`config.mk`:
```
export PLATFORM = sky130hd
export DESIGN_NAME = uart_rx
export DESIGN_NICKNAME = d
export VERILOG_FILES = /design/src/rtl/uart_pkg.sv /design/src/rtl/sync_2ff.sv /design/src/rtl/uart_rx.sv
export SDC_FILE = /design/constraint.sdc
export NUM_CORES = 1
export LEC_CHECK = 0
export ABC_AREA = 1
export CAP_MARGIN = 20
export CELL_PAD_IN_SITES_DETAIL_PLACEMENT = 1
export CELL_PAD_IN_SITES_GLOBAL_PLACEMENT = 1
export CORE_MARGIN = 4
export CORE_UTILIZATION = 41
export CTS_BUF_LIST = sky130_fd_sc_hd__clkbuf_4
export DETAILED_ROUTE_END_ITERATION = 10
export GPL_TIMING_DRIVEN = 0
export PLACE_DENSITY_LB_ADDON = 0.15
export SLEW_MARGIN = 20
export SYNTH_ARGS = -nofsm -noshare
export SYNTH_HDL_FRONTEND = slang
export SYNTH_SLANG_ARGS = --single-unit
```
`constraint.sdc`:
```
create_clock -name clk -period 1.35 [get_ports clk]
set_input_delay 0.3375 -clock clk [delete_from_list [all_inputs] [get_ports clk]]
set_output_delay 0.3375 -clock clk [all_outputs]
set_load 0.01 [all_outputs]
```
`src/rtl/uart_pkg.sv`:
```
// Shared UART definitions: FSM state encodings and bit-timing derivation,
// used by both the receiver and the transmitter.
package uart_pkg;

    localparam int DATA_BITS = 8;

    typedef enum logic [2:0] {
        RX_IDLE      = 3'd0,
        RX_START     = 3'd1,
        RX_DATA      = 3'd2,
        RX_STOP      = 3'd3,
        RX_WAIT_IDLE = 3'd4
    } rx_state_e;

    typedef enum logic [1:0] {
        TX_IDLE  = 2'd0,
        TX_START = 2'd1,
        TX_DATA  = 2'd2,
        TX_STOP  = 2'd3
    } tx_state_e;

    // Integer truncation is intentional: 1 MHz / 9600 gives 104.
    function automatic int calc_clks_per_bit(input int clk_freq, input int baud_rate);
        return clk_freq / baud_rate;
    endfunction

    function automatic int calc_cnt_width(input int clks_per_bit);
        return (clks_per_bit > 1) ? $clog2(clks_per_bit) : 1;
    endfunction

endpackage

```
`src/rtl/sync_2ff.sv`:
```
// Two-flop synchronizer for a single asynchronous input, with a selectable
// reset value so an idle-high line does not look like an edge after reset.
module sync_2ff #(
    parameter logic RESET_VAL = 1'b1
) (
    input  logic clk,
    input  logic rst_n,
    input  logic d,
    output logic q
);

    logic meta;

    always_ff @(posedge clk or negedge rst_n) begin
        if (!rst_n) begin
            meta <= RESET_VAL;
            q    <= RESET_VAL;
        end else begin
            meta <= d;
            q    <= meta;
        end
    end

endmodule

```
`src/rtl/uart_rx.sv`:
```
// 8N1 UART receiver: synchronizes rx, finds the start edge, samples each bit
// at its centre and reports a good byte (rx_valid) or a low stop bit (frame_err).
module uart_rx
    import uart_pkg::*;
#(
    parameter int CLK_FREQ  = 1_000_000,
    parameter int BAUD_RATE = 9600
) (
    input  logic       clk,
    input  logic       rst_n,
    input  logic       rx,
    output logic [7:0] rx_data,
    output logic       rx_valid,
    output logic       rx_busy,
    output logic       frame_err
);

    localparam int CLKS_PER_BIT = calc_clks_per_bit(CLK_FREQ, BAUD_RATE);
    localparam int CNT_W        = calc_cnt_width(CLKS_PER_BIT);

    localparam logic [CNT_W-1:0] HALF_LAST = CNT_W'(CLKS_PER_BIT / 2 - 1);
    localparam logic [CNT_W-1:0] BIT_LAST  = CNT_W'(CLKS_PER_BIT - 1);
    localparam logic [CNT_W-1:0] CNT_ONE   = CNT_W'(1);

    logic             rx_s;
    logic             rx_prev;
    logic             fall;

    rx_state_e        state_q, state_d;
    logic [CNT_W-1:0] cnt_q, cnt_d;
    logic [2:0]       bit_q, bit_d;
    logic [7:0]       shift_q, shift_d;
    logic [7:0]       data_q, data_d;
    logic             valid_q, valid_d;
    logic             err_q, err_d;

    sync_2ff #(.RESET_VAL(1'b1)) u_sync (
        .clk   (clk),
        .rst_n (rst_n),
        .d     (rx),
        .q     (rx_s)
    );

    // Previous synchronized sample; resets high so a low line at release
    // is only seen as a start once it has been high first.
    always_ff @(posedge clk or negedge rst_n) begin
        if (!rst_n) rx_prev <= 1'b1;
        else        rx_prev <= rx_s;
    end

    assign fall = rx_prev & ~rx_s;

    always_ff @(posedge clk or negedge rst_n) begin
        if (!rst_n) begin
            state_q <= RX_IDLE;
            cnt_q   <= '0;
            bit_q   <= '0;
            shift_q <= '0;
            data_q  <= '0;
            valid_q <= 1'b0;
            err_q   <= 1'b0;
        end else begin
            state_q <= state_d;
            cnt_q   <= cnt_d;
            bit_q   <= bit_d;
            shift_q <= shift_d;
            data_q  <= data_d;
            valid_q <= valid_d;
            err_q   <= err_d;
        end
    end

    always_comb begin
        state_d = state_q;
        cnt_d   = cnt_q;
        bit_d   = bit_q;
        shift_d = shift_q;
        data_d  = data_q;
        valid_d = 1'b0;
        err_d   = 1'b0;

        case (state_q)
            RX_IDLE: begin
                cnt_d = '0;
                bit_d = '0;
                if (fall) state_d = RX_START;
            end

            // Mid-start check rejects glitches shorter than half a bit.
            RX_START: begin
                if (cnt_q == HALF_LAST) begin
                    cnt_d   = '0;
                    state_d = rx_s ? RX_IDLE : RX_DATA;
                end else begin
                    cnt_d = cnt_q + CNT_ONE;
                end
            end

            RX_DATA: begin
                if (cnt_q == BIT_LAST) begin
                    cnt_d   = '0;
                    shift_d = {rx_s, shift_q[7:1]};
                    bit_d   = bit_q + 3'd1;
                    if (bit_q == 3'd7) state_d = RX_STOP;
                end else begin
                    cnt_d = cnt_q + CNT_ONE;
                end
            end

            RX_STOP: begin
                if (cnt_q == BIT_LAST) begin
                    cnt_d = '0;
                    if (rx_s) begin
                        data_d  = shift_q;
                        valid_d = 1'b1;
                        state_d = RX_IDLE;
                    end else begin
                        err_d   = 1'b1;
                        state_d = RX_WAIT_IDLE;
                    end
                end else begin
                    cnt_d = cnt_q + CNT_ONE;
                end
            end

            // A break holds the line low; stay busy until it returns high.
            RX_WAIT_IDLE: begin
                cnt_d = '0;
                if (rx_s) state_d = RX_IDLE;
            end

            default: begin
                state_d = RX_IDLE;
                cnt_d   = '0;
                bit_d   = '0;
            end
        endcase
    end

    assign rx_data   = data_q;
    assign rx_valid  = valid_q;
    assign frame_err = err_q;
    assign rx_busy   = (state_q != RX_IDLE);

endmodule

```
Word-level counts from Yosys, hierarchy flattened
Cells that the tools add are included.
W data, S select, Z words.
{"block": "op_classes", "addsub": 2, "n_eq_ne": 13, "muxes": 20, "n_reduce_logical": 8, "bitwise_logic": 3}
{"operator": "$mux W3", "count": 8}
{"operator": "$pmux W3 S5", "count": 1}
{"operator": "$mux W7", "count": 2}
{"operator": "$pmux W7 S2", "count": 1}
{"operator": "$ne A2 B2 Y1 const B", "count": 5}
{"operator": "$add A7 B1 Y7 const B", "count": 1}
{"operator": "$eq A7 B6 Y1 const B", "count": 1}
{"operator": "$eq A7 B7 Y1 const B", "count": 1}
{"operator": "$eq A3 B2 Y1 const B", "count": 2}
{"operator": "$eq A3 B3 Y1 const B", "count": 2}
{"operator": "$mux W1", "count": 6}
{"operator": "$pmux W3 S2", "count": 1}
{"operator": "$reduce_and A6 Y1", "count": 1}
{"operator": "$reduce_and A2 Y1", "count": 2}
{"operator": "$add A3 B1 Y3 const B", "count": 1}
{"operator": "$eq A3 B1 Y1 const B", "count": 1}
{"operator": "$logic_not A3 Y1", "count": 1}
{"operator": "$reduce_and A3 Y1", "count": 1}
{"operator": "$reduce_bool A3 Y1", "count": 1}
{"operator": "$reduce_or A3 Y1", "count": 1}
{"operator": "$mux W2", "count": 1}
{"operator": "$ne A2 B1 Y1 const B", "count": 1}
{"operator": "$not A1 Y1", "count": 2}
{"operator": "$reduce_or A2 Y1", "count": 1}
{"operator": "$and A1 B1 Y1", "count": 1}
{"block": "word_totals", "wordCells": 56, "ff_bits": 34, "inputBits": 3}

Longest topological paths before layout
Gate-level depths: netlist (run 1).
{"block": "logic_depth", "word_depth": 4, "mapped_depth": 9, "ltp_nobuf": 8}

Modules after synthesis
A second synthesis (run 1) with hierarchy kept.
{"block": "hier_totals", "cells_unflattened": 162, "area_unflattened_um2": 1556.5}
{"module": "uart_rx", "cells_per_inst": 160, "area_per_inst_um2": 1503.9, "instances": 1}
{"module": "sync_2ff", "cells_per_inst": 2, "area_per_inst_um2": 52.6, "instances": 1}

Worst setup path after synthesis (run 1)
No wires, ideal clock.
{"block": "synth_timing", "kind": "reg-to-reg", "start": "register cnt_q[0]", "end": "register data_q[6] (netlist: rx_data[6])", "n_path_buf": 1, "slack_ns": -0.065, "setup_time_ns": 0.121, "synth_period_minus_slack_ns": 1.415, "stages_incl_launch_ff": 8, "arrival_ns": 1.294, "cell_sequence": "dfrtp_1 ha_1 inv_1 nor2_1 nand3_2 nor3_4 buf_6 o21ai_1"}
{"block": "synth_via", "elab_chain_cells": 2}
{"item": "from (decl)", "line_no": "uart_rx.sv:30", "source": "logic [CNT_W-1:0] cnt_q, cnt_d;"}
{"item": "from (signal assigned)", "line_no": "uart_rx.sv:64", "source": "cnt_q <= cnt_d;"}
{"item": "$eq A7 B7 Y1", "line_no": "uart_rx.sv:111", "source": "if (cnt_q == BIT_LAST) begin"}
{"item": "$reduce_and A3 Y1 (no source line)"}
{"item": "to (signal assigned)", "line_no": "uart_rx.sv:67", "source": "data_q <= data_d;"}
{"item": "to (decl)", "line_no": "uart_rx.sv:33", "source": "logic [7:0] data_q, data_d;"}
No other way between the ends.
A chain may end at the register's enable or synchronous reset.

Worst setup path after layout (run 1)
{"block": "layout_timing", "start": "register state_q[2]", "end": "register data_q[2] (netlist: rx_data[2])"}
{"block": "layout_via", "elab_chain_cells": 2}
{"item": "from (decl)", "line_no": "uart_rx.sv:29", "source": "rx_state_e state_q, state_d;"}
{"item": "from (signal assigned)", "line_no": "uart_rx.sv:63", "source": "state_q <= state_d;"}
{"item": "$eq A3 B2 Y1", "line_no": "uart_rx.sv:82", "source": "case (state_q)"}
{"item": "$reduce_and A3 Y1 (no source line)"}
No other way between the ends.

==> results of run 1 <==
-- area by class of cell --
class | count | area [um2] | area share
Clock inverter | 2 | 8.76 | 0.00408
Timing Repair Buffer | 30 | 270 | 0.126
Multi-Input combinational cell | 112 | 777 | 0.362
Clock buffer | 6 | 45.0 | 0.0210
Buffer | 3 | 42.5 | 0.0198
Tap cell | 48 | 60.1 | 0.0280
Inverter | 22 | 85.1 | 0.0397
Sequential cell | 34 | 857 | 0.399
-- sequential cells by signal, summed over array words and instances, names as in the netlist --
signal	count
bit_q	3
frame_err	1
state_q	3
rx_prev	1
cnt_q	7
shift_q	8
u_sync.q	1
rx_valid	1
u_sync.meta	1
rx_data	8
-- per-stage QoR --
stage	TNS, ns	instances	total power (uW)	utilization	hold slack, ns
floorplan	-0.298	170	1720	-	0.0419
global route	-4.27	257	3130	0.586	0.366
global placement	-29.41	231	1890	0.474	0.346
CTS	-2.68	256	2810	0.564	0.363
finish	-1.24	257	2900	0.586	0.361
detailed placement	-6.49	232	1940	0.481	0.269
-- cells by family (layout without fill, tap and decap cells) --
logic type	Yosys count	in the layout	share of synthesized area
AOI/OAI and AO/OA	24	24	0.0859
and+or+nand+nor	78	79	0.229
adders and majority gates	4	4	0.0324
DFF	34	34	0.553
buffers and inverters	25	63	0.0705
xor gates and xnor gates	5	5	0.0284
-- per-layer routing --
| metal | global-route usage | share of wire | vias up |
|---|---|---|---|
| met5 | 0 | 0 | - |
| met4 | 0.0586 | 0.017 | 0 |
| met3 | 0.0406 | 0.027 | 8 |
| met2 | 0.308 | 0.56 | 16 |
| met1 | 0.204 | 0.40 | 636 |
| li1 | - | - | 617 |
-- repair_timing --
| item | in CTS | in global routing |
|---|---|---|
| setup endpoints to repair | 42 | 42 |
| pin swaps | 12 | 10 |
| gates cloned | 2 | 0 |
| buffers inserted | 13 | 1 |
| hold buffers | 1 | 0 |
| resized for setup | 63 | 36 |
| endpoints found under the hold margin | 12 | 0 |
-- worst paths after layout --
path | startpoint | to | slack [ns] | depth (start not counted)
setup / recovery | state_q[2]$_DFFE_PN0P_ | rx_data[2]$_DFFE_PN0P_ | -0.1 | 7
hold / removal | u_sync.meta$_DFF_PN1_ | u_sync.q$_DFF_PN1_ | 0.36 | 0
setup reg to reg | state_q[2]$_DFFE_PN0P_ | rx_data[2]$_DFFE_PN0P_ | -0.1 | 7
hold reg to reg | u_sync.meta$_DFF_PN1_ | u_sync.q$_DFF_PN1_ | 0.36 | 0
max in group asynchronous | rst_n | u_sync.q$_DFF_PN1_ | 0.40 | 3
min in group asynchronous | rst_n | cnt_q[5]$_DFF_PN0_ | 0.42 | 2
-- synth_stat cells, drive strengths merged --
| cell | instances | area share |
|---|---|---|
| nand4 | 2 | 0.0081 |
| or2 | 1 | 0.0041 |
| inv | 22 | 0.053 |
| nor3 | 3 | 0.017 |
| a21oi | 4 | 0.015 |
| ha | 4 | 0.032 |
| dfrtp | 31 | 0.50 |
| o21bai | 2 | 0.0097 |
| dfstp | 3 | 0.051 |
| xnor2 | 2 | 0.011 |
| nand3 | 11 | 0.039 |
| nor2 | 18 | 0.052 |
| buf | 3 | 0.017 |
| o21ai | 18 | 0.061 |
| nand2 | 43 | 0.11 |
| xor2 | 3 | 0.017 |
-- power by group through the flow --
stage	Combinational (uW)	Clock [uW]	Sequential [uW]
after floorplan	519	0	1200
after global placement	679	0	1210
after detailed placement	719	0	1220
after CTS	1050	582	1180
after global routing	1290	652	1190
final	1160	557	1180
-- placed cells by master (no fill, tap or decap), types with 5 or more instances in the layout --
cell type	synthesis	layout
nor2_4	1	5
dfrtp_1	31	29
buf_4	2	10
nand2_1	40	26
nand3_1	10	6
nand2_2	3	12
o21ai_1	10	6
o21ai_2	1	10
nor2_1	15	13
nand2_4	0	5
clkbuf_2	0	7
clkbuf_4	0	6
inv_1	21	18
==> impl_table.tex, run 1 <==
\begin{tabular}{lr}
\hline
Metric & Value \\
\hline
\multicolumn{2}{l}{\textbf{Outcome}} \\
\quad Outcome & finished with violations \\
\quad Failing checks & negative setup slack \\
\multicolumn{2}{l}{\textbf{Clocking}} \\
\quad Clk\_lat worst skew & 0.34 ns \\
\quad Number of levels the H-tree was split into & 2 \\
\quad Number of clock buffers inserted by TritonCTS & 5 \\
\quad Maximum root-to-sink buffer count & 2 \\
\quad Clock Tree Root & clkbuf\_4 \\
\quad Clock net sink count & 34 \\
\quad Clock slew at reported path FFs & 0.11 ns \\
\quad TritonCTS clock tree & yes \\
\multicolumn{2}{l}{\textbf{Placement}} \\
\quad DP Area & 1760 um2 \\
\quad Routability cong. & 0.755 \\
\quad Final HPWL from detailed placement & 2450 um \\
\quad Worst slack, placed & -0.289 ns \\
\quad Port buffer count & 13 \\
\multicolumn{2}{l}{\textbf{Power}} \\
\quad Clk network pwr share & 0.192 \\
\quad Switching share of total power & 0.392 \\
\quad Proportion of power drawn by flip-flops and latches & 0.407 \\
\quad Total leakage power & 0.00106 uW \\
\quad Psw & 1140 uW \\
\quad Peak supply drop & 952 uV \\
\quad Combinational power share & 0.401 \\
\quad Design internal power & 1760 uW \\
\quad Ratio of total power to cell area & 1350 nW/um2 \\
\multicolumn{2}{l}{\textbf{Cells and area}} \\
\quad Area growth from synthesis to layout & 39.0\% \\
\quad Post-layout nets & 215 \\
\quad Fraction of final layout cells sized beyond drive strength 1 & 0.426 \\
\quad Design area & 2150 um2 \\
\quad Count of fill cells added during filler insertion & 415 \\
\quad Total inserted antenna cells & 0 \\
\multicolumn{2}{l}{\textbf{Timing}} \\
\quad Final setup margin & -0.0990 ns \\
\quad Unrepaired setup endpoints after global routing & yes \\
\quad Worst slew pin tran & 0.373 ns \\
\quad Final number of max-transition violations & 0 \\
\quad Minimum clock period after layout & 1.45 ns \\
\quad Slew margin rel. & 0.751 \\
\quad Clock Skew & 0.0114 ns \\
\quad Highest clock frequency the design can meet & 690 MHz \\
\quad Count of final setup violators & 23 \\
\quad Final count of hold timing violations & 0 \\
\quad Final worst path period share & 1.07 \\
\multicolumn{2}{l}{\textbf{Synth}} \\
\quad Mapped Nets & 177 \\
\quad Share of the yosys chip area belonging to registers & 0.553 \\
\quad Mean cell area of the mapped netlist & 9.08 um2 \\
\quad Cells after synthesis & 170 \\
\quad Count of synthesis-stage warnings from yosys & 0 \\
\quad Count of unique library cells instantiated by Yosys & 26 \\
\quad Cell Area, Synth & 1540 um2 \\
\quad Post-synthesis sequential element count & 34 \\
\multicolumn{2}{l}{\textbf{Route}} \\
\quad Routed length per placed instance & 15.1 um \\
\quad Total vias in the final route & 1277 \\
\quad Iter 0 DRT Violations & 40 \\
\quad Number of search-and-repair iterations in the first detailed-routing pass & 4 \\
\quad Via-to-Cell Ratio & 4.97 \\
\quad Routed Antenna Nets & 0 \\
\quad Detailed Route WL & 3870 um \\
\quad Total DRC errors in the routed layout & 0 \\
\multicolumn{2}{l}{\textbf{Flow run}} \\
\quad Number of maximum-capacitance violations & 0 \\
\multicolumn{2}{l}{\textbf{Die}} \\
\quad Placeable core region & 3660 um2 \\
\quad Die W & 69.4 um \\
\quad Y dimension of the die & 69.4 um \\
\quad Starting density of the core & 0.422 \\
\quad I/O pins & 14 \\
\quad Die ar. & 4810 um2 \\
\quad Num rows & 22 \\
\multicolumn{2}{l}{\textbf{Critical path}} \\
\quad Sequence of cells on the critical path & buf\_4 -> nor2\_4 -> nand2\_2 -> nor3\_4 -> buf\_12 -> buf\_8 -> o21ai\_2 \\
\quad Sum of buffers and inverters on the critical path & 3 \\
\quad Critical path class & reg2reg \\
\quad Kind of start point of the critical path & register \\
\quad Worst endpoint required time & 1.58 ns \\
\quad Master of the slowest instance on the critical path & dfrtp\_2 \\
\quad Highest fanout seen on the critical path & 6 \\
\quad CP Data Arrival Time & 1.68 ns \\
\quad Kind of end point of the critical path & register \\
\quad Cell class contributing the biggest share of worst-path delay & flip-flops \\
\quad Maximum cell stage delay along the critical path & 0.44 ns \\
\multicolumn{2}{l}{\textbf{Global route}} \\
\quad Number of global-route vias before repair & 1384 \\
\quad Aggregate global routing overflow & 0 \\
\quad Global-route wire length before repair & 6610 um \\
\quad Antenna violations before repair & 0 \\
\quad Gr usage total & 0.173 \\
\quad Pin count of the biggest net entering global routing & 23 \\
\multicolumn{2}{l}{\textbf{Hold path}} \\
\quad Path class of the lowest-slack min-delay path & reg2reg \\
\hline
\end{tabular}
(Power assumes the default switching activity.)
==> run 2, diff against run 1 <==
--- a/config.mk
+++ b/config.mk
@@ -9,6 +9,7 @@
 export CAP_MARGIN = 20
 export CELL_PAD_IN_SITES_DETAIL_PLACEMENT = 1
 export CELL_PAD_IN_SITES_GLOBAL_PLACEMENT = 1
+export CORE_ASPECT_RATIO = 0.7
 export CORE_MARGIN = 4
 export CORE_UTILIZATION = 41
 export CTS_BUF_LIST = sky130_fd_sc_hd__clkbuf_4
==> impl_table.tex, run 2 (synthesis results as in run 1) <==
\begin{tabular}{lr}
\hline
Metric & Value \\
\hline
\multicolumn{2}{l}{\textbf{Hold path}} \\
\quad Worst Hold End & u\_sync.q\$\_DFF\_PN1\_ \\
\quad Path class of the lowest-slack min-delay path & reg2reg \\
\quad Cell depth of the worst hold path & 0 (unchanged) \\
\quad Start point of the worst min-delay path & u\_sync.meta\$\_DFF\_PN1\_ \\
\multicolumn{2}{l}{\textbf{Power}} \\
\quad Peak supply drop & 1440 uV (+51\%) \\
\quad Ratio of total power to cell area & 1470 nW/um2 (+8.8\%) \\
\quad Total leakage power & 0.00107 uW (+0.31\%) \\
\quad Pwr Total & 3190 uW (+10\%) \\
\multicolumn{2}{l}{\textbf{Cells and area}} \\
\quad Total inserted antenna cells & 0 (unchanged) \\
\quad Count of fill cells added during filler insertion & 405 (-2.4\%) \\
\quad Area of the multi-input gates & 767 um2 (-1.3\%) \\
\quad Sequential cell area & 857 um2 (unchanged) \\
\quad Top library cells by usage in the layout, fill and taps aside & 29 x dfrtp\_1, 28 x nand2\_1, 17 x inv\_1 \\
\quad Fraction of final layout cells sized beyond drive strength 1 & 0.414 (-0.0116) \\
\quad Most frequent standard cell in the layout excluding fill and tap cells & dfrtp\_1 \\
\quad Area growth from synthesis to layout & 40.8\% \\
\quad Post-layout nets & 216 (+0.47\%) \\
\multicolumn{2}{l}{\textbf{Timing}} \\
\quad Final worst path period share & 1.12 (+0.0443) \\
\quad Count of final setup violators & 32 (+39\%) \\
\quad Clock Skew & 0.0197 ns (+0.00827 ns) \\
\quad Total negative setup slack & -3.08 ns (-1.84 ns) \\
\quad Worst slew pin tran & 0.319 ns (-0.0542 ns) \\
\quad Final setup margin & -0.159 ns (-0.0598 ns) \\
\quad Final count of hold timing violations & 0 (unchanged) \\
\quad Final number of max-transition violations & 0 (unchanged) \\
\quad Minimum clock period after layout & 1.51 ns (+0.0598 ns) \\
\quad Unrepaired setup endpoints after global routing & yes \\
\quad Highest clock frequency the design can meet & 663 MHz (-4.0\%) \\
\quad Slew margin rel. & 0.787 (+0.0361) \\
\multicolumn{2}{l}{\textbf{Route}} \\
\quad Wire length on met3 & 157 um (+50\%) \\
\quad Wire length on met2 & 2360 um (+9.7\%) \\
\quad Routed Antenna Nets & 0 (unchanged) \\
\quad Number of search-and-repair iterations in the first detailed-routing pass & 4 (unchanged) \\
\quad Routed length per placed instance & 17.4 um (+16\%) \\
\quad Total vias in the final route & 1320 (+3.4\%) \\
\quad Total DRC errors in the routed layout & 0 (unchanged) \\
\quad Met1 WL & 1880 um (+21\%) \\
\quad Via-to-Cell Ratio & 5.08 (+2.2\%) \\
\quad Detailed Route WL & 4530 um (+17\%) \\
\quad Max layer used & met4 \\
\quad Iter 0 DRT Violations & 83 (+110\%) \\
\multicolumn{2}{l}{\textbf{Clocking}} \\
\quad Clock slew at reported path FFs & 0.11 ns (about the same) \\
\quad Clock Tree Root & clkbuf\_4 \\
\quad Clock net sink count & 34 (unchanged) \\
\quad Number of clock buffers inserted by TritonCTS & 5 (unchanged) \\
\quad TritonCTS clock tree & yes \\
\quad Maximum root-to-sink buffer count & 2 (unchanged) \\
\quad Number of levels the H-tree was split into & 2 (unchanged) \\
\quad Clk\_lat worst skew & 0.37 ns (+0.03 ns) \\
\multicolumn{2}{l}{\textbf{Die}} \\
\quad Starting density of the core & 0.431 (+0.00943) \\
\quad Y dimension of the die & 59.3 um (-14\%) \\
\quad I/O pins & 14 (unchanged) \\
\quad Die W & 81.3 um (+17\%) \\
\quad Placeable core region & 3580 um2 (-2.2\%) \\
\quad Die ar. & 4830 um2 (+0.32\%) \\
\quad Num rows & 18 (-18\%) \\
\multicolumn{2}{l}{\textbf{Placement}} \\
\quad Worst slack, placed & -0.266 ns (+0.0228 ns) \\
\quad Routability cong. & 0.789 (+4.4\%) \\
\quad Port buffer count & 13 (unchanged) \\
\quad Final HPWL from detailed placement & 2380 um (-2.8\%) \\
\multicolumn{2}{l}{\textbf{Critical path}} \\
\quad Most used cell, CP & nand2\_1 \\
\quad Worst endpoint required time & 1.60 ns (+0.02 ns) \\
\quad Kind of start point of the critical path & register \\
\quad Master of the slowest instance on the critical path & dfrtp\_1 \\
\quad Critical path class & reg2reg \\
\quad Slack of the worst reg-to-reg path & -0.16 ns (-0.06 ns) \\
\quad Capture instance of the worst register-to-register path & state\_q[0]\$\_DFFE\_PN0P\_ \\
\quad CP Data Arrival Time & 1.76 ns (+0.08 ns) \\
\quad Maximum cell stage delay along the critical path & 0.38 ns (-0.06 ns) \\
\quad Highest fanout seen on the critical path & 3 (-3) \\
\quad Sequence of cells on the critical path & ha\_2 -> inv\_2 -> nor2\_4 -> buf\_4 -> nand3\_4 -> nand2\_1 -> nand2\_2 -> o21bai\_1 -> nand2\_1 \\
\quad Worst reg2reg path startpoint & cnt\_q[0]\$\_DFF\_PN0\_ \\
\quad Kind of end point of the critical path & register \\
\quad Worst Reg-to-Reg Cells & 9 (+2) \\
\multicolumn{2}{l}{\textbf{Flow run}} \\
\quad Number of maximum-capacitance violations & 0 (unchanged) \\
\multicolumn{2}{l}{\textbf{Global route}} \\
\quad Gr usage total & 0.200 (+0.0268) \\
\quad Pin count of the biggest net entering global routing & 25 (+8.7\%) \\
\quad Global-route wire length before repair & 6980 um (+5.6\%) \\
\quad Antenna violations before repair & 0 (unchanged) \\
\quad Aggregate global routing overflow & 0 (unchanged) \\
\quad Number of global-route vias before repair & 1447 (+4.6\%) \\
\multicolumn{2}{l}{\textbf{Outcome}} \\
\quad Outcome & finished with violations \\
\quad Failing checks & negative setup slack \\
\hline
\end{tabular}
run 2: cell count changes in the layout (fill, tap and decap cells not counted), moves of 2 or more:
cell,previous run,this run
clkbuf_2,7,4
clkdlybuf4s15_1,3,6
buf_4,10,12
buf_8,2,0
nand2_1,26,28
o21ai_0,2,0
run 2: repair_timing:
action,CTS,global route
endpoints found under the hold margin,10,0
setup endpoints to repair,41,38
gates cloned,3,0
buffers inserted,11,4
gates resized for setup,73,21
hold buffers,1,0
pin swaps,10,7
run 2: how the worst max path moves through the flow:
stage          depth (start not counted)                      to          startpoint  slack [ns]
6_report                               9  state_q[0]$_DFFE_PN0P_  cnt_q[0]$_DFF_PN0_       -0.16
5_1_grt                                9  state_q[0]$_DFFE_PN0P_  cnt_q[0]$_DFF_PN0_       -0.25
4_1_cts                                8  rx_data[2]$_DFFE_PN0P_  cnt_q[0]$_DFF_PN0_       -0.11
3_5_place_dp                           7  rx_data[6]$_DFFE_PN0P_  cnt_q[0]$_DFF_PN0_       -0.27
3_3_place_gp                           1    bit_q[1]$_DFFE_PN0P_               rst_n       -0.78
2_1_floorplan                          7  rx_data[6]$_DFFE_PN0P_  cnt_q[0]$_DFF_PN0_       -0.03
run 2: power breakdown:
part	switching (uW)	internal, uW
logic	792	447
clock network	394	383
registers	65.0	1110
total	1250	1940
run 2: metal layers:
| metal | up-vias | track usage |
|---|---|---|
| met5 | - | 0 |
| met3 | 13 | 0.0517 |
| met2 | 33 | 0.350 |
| met4 | 0 | 0.0940 |
| li1 | 622 | - |
| met1 | 652 | 0.230 |
run 2: critical path, delay by kind of cell, from the launching register on:
kind            cells  cell delay (ns)
compound gates      1             0.15
simple gates        5             0.48
flops               1             0.38
fa+ha+maj           1             0.20
buf+inv             2             0.19
run 2: stage by stage:
step / hold WS [ns] / instance area (um2) / instances / utilization
4_1_cts: 0.366 / 2150 / 257 / 0.599
2_1_floorplan: 0.0419 / 1550 / 170 / -
3_3_place_gp: 0.347 / 1740 / 233 / 0.486
6_report: 0.365 / 2170 / 260 / 0.607
5_1_grt: 0.373 / 2170 / 260 / 0.607
3_5_place_dp: 0.246 / 1760 / 234 / 0.492
run 2: cell type report:
type / count / share of cell area
timing repair buffer: 31 / 0.131
multi-input combinational: 112 / 0.353
clock inverter: 3 / 0.0184
inverter: 22 / 0.0391
buffer: 3 / 0.0178
sequential: 34 / 0.394
clock buffer: 5 / 0.0173
tap: 50 / 0.0288
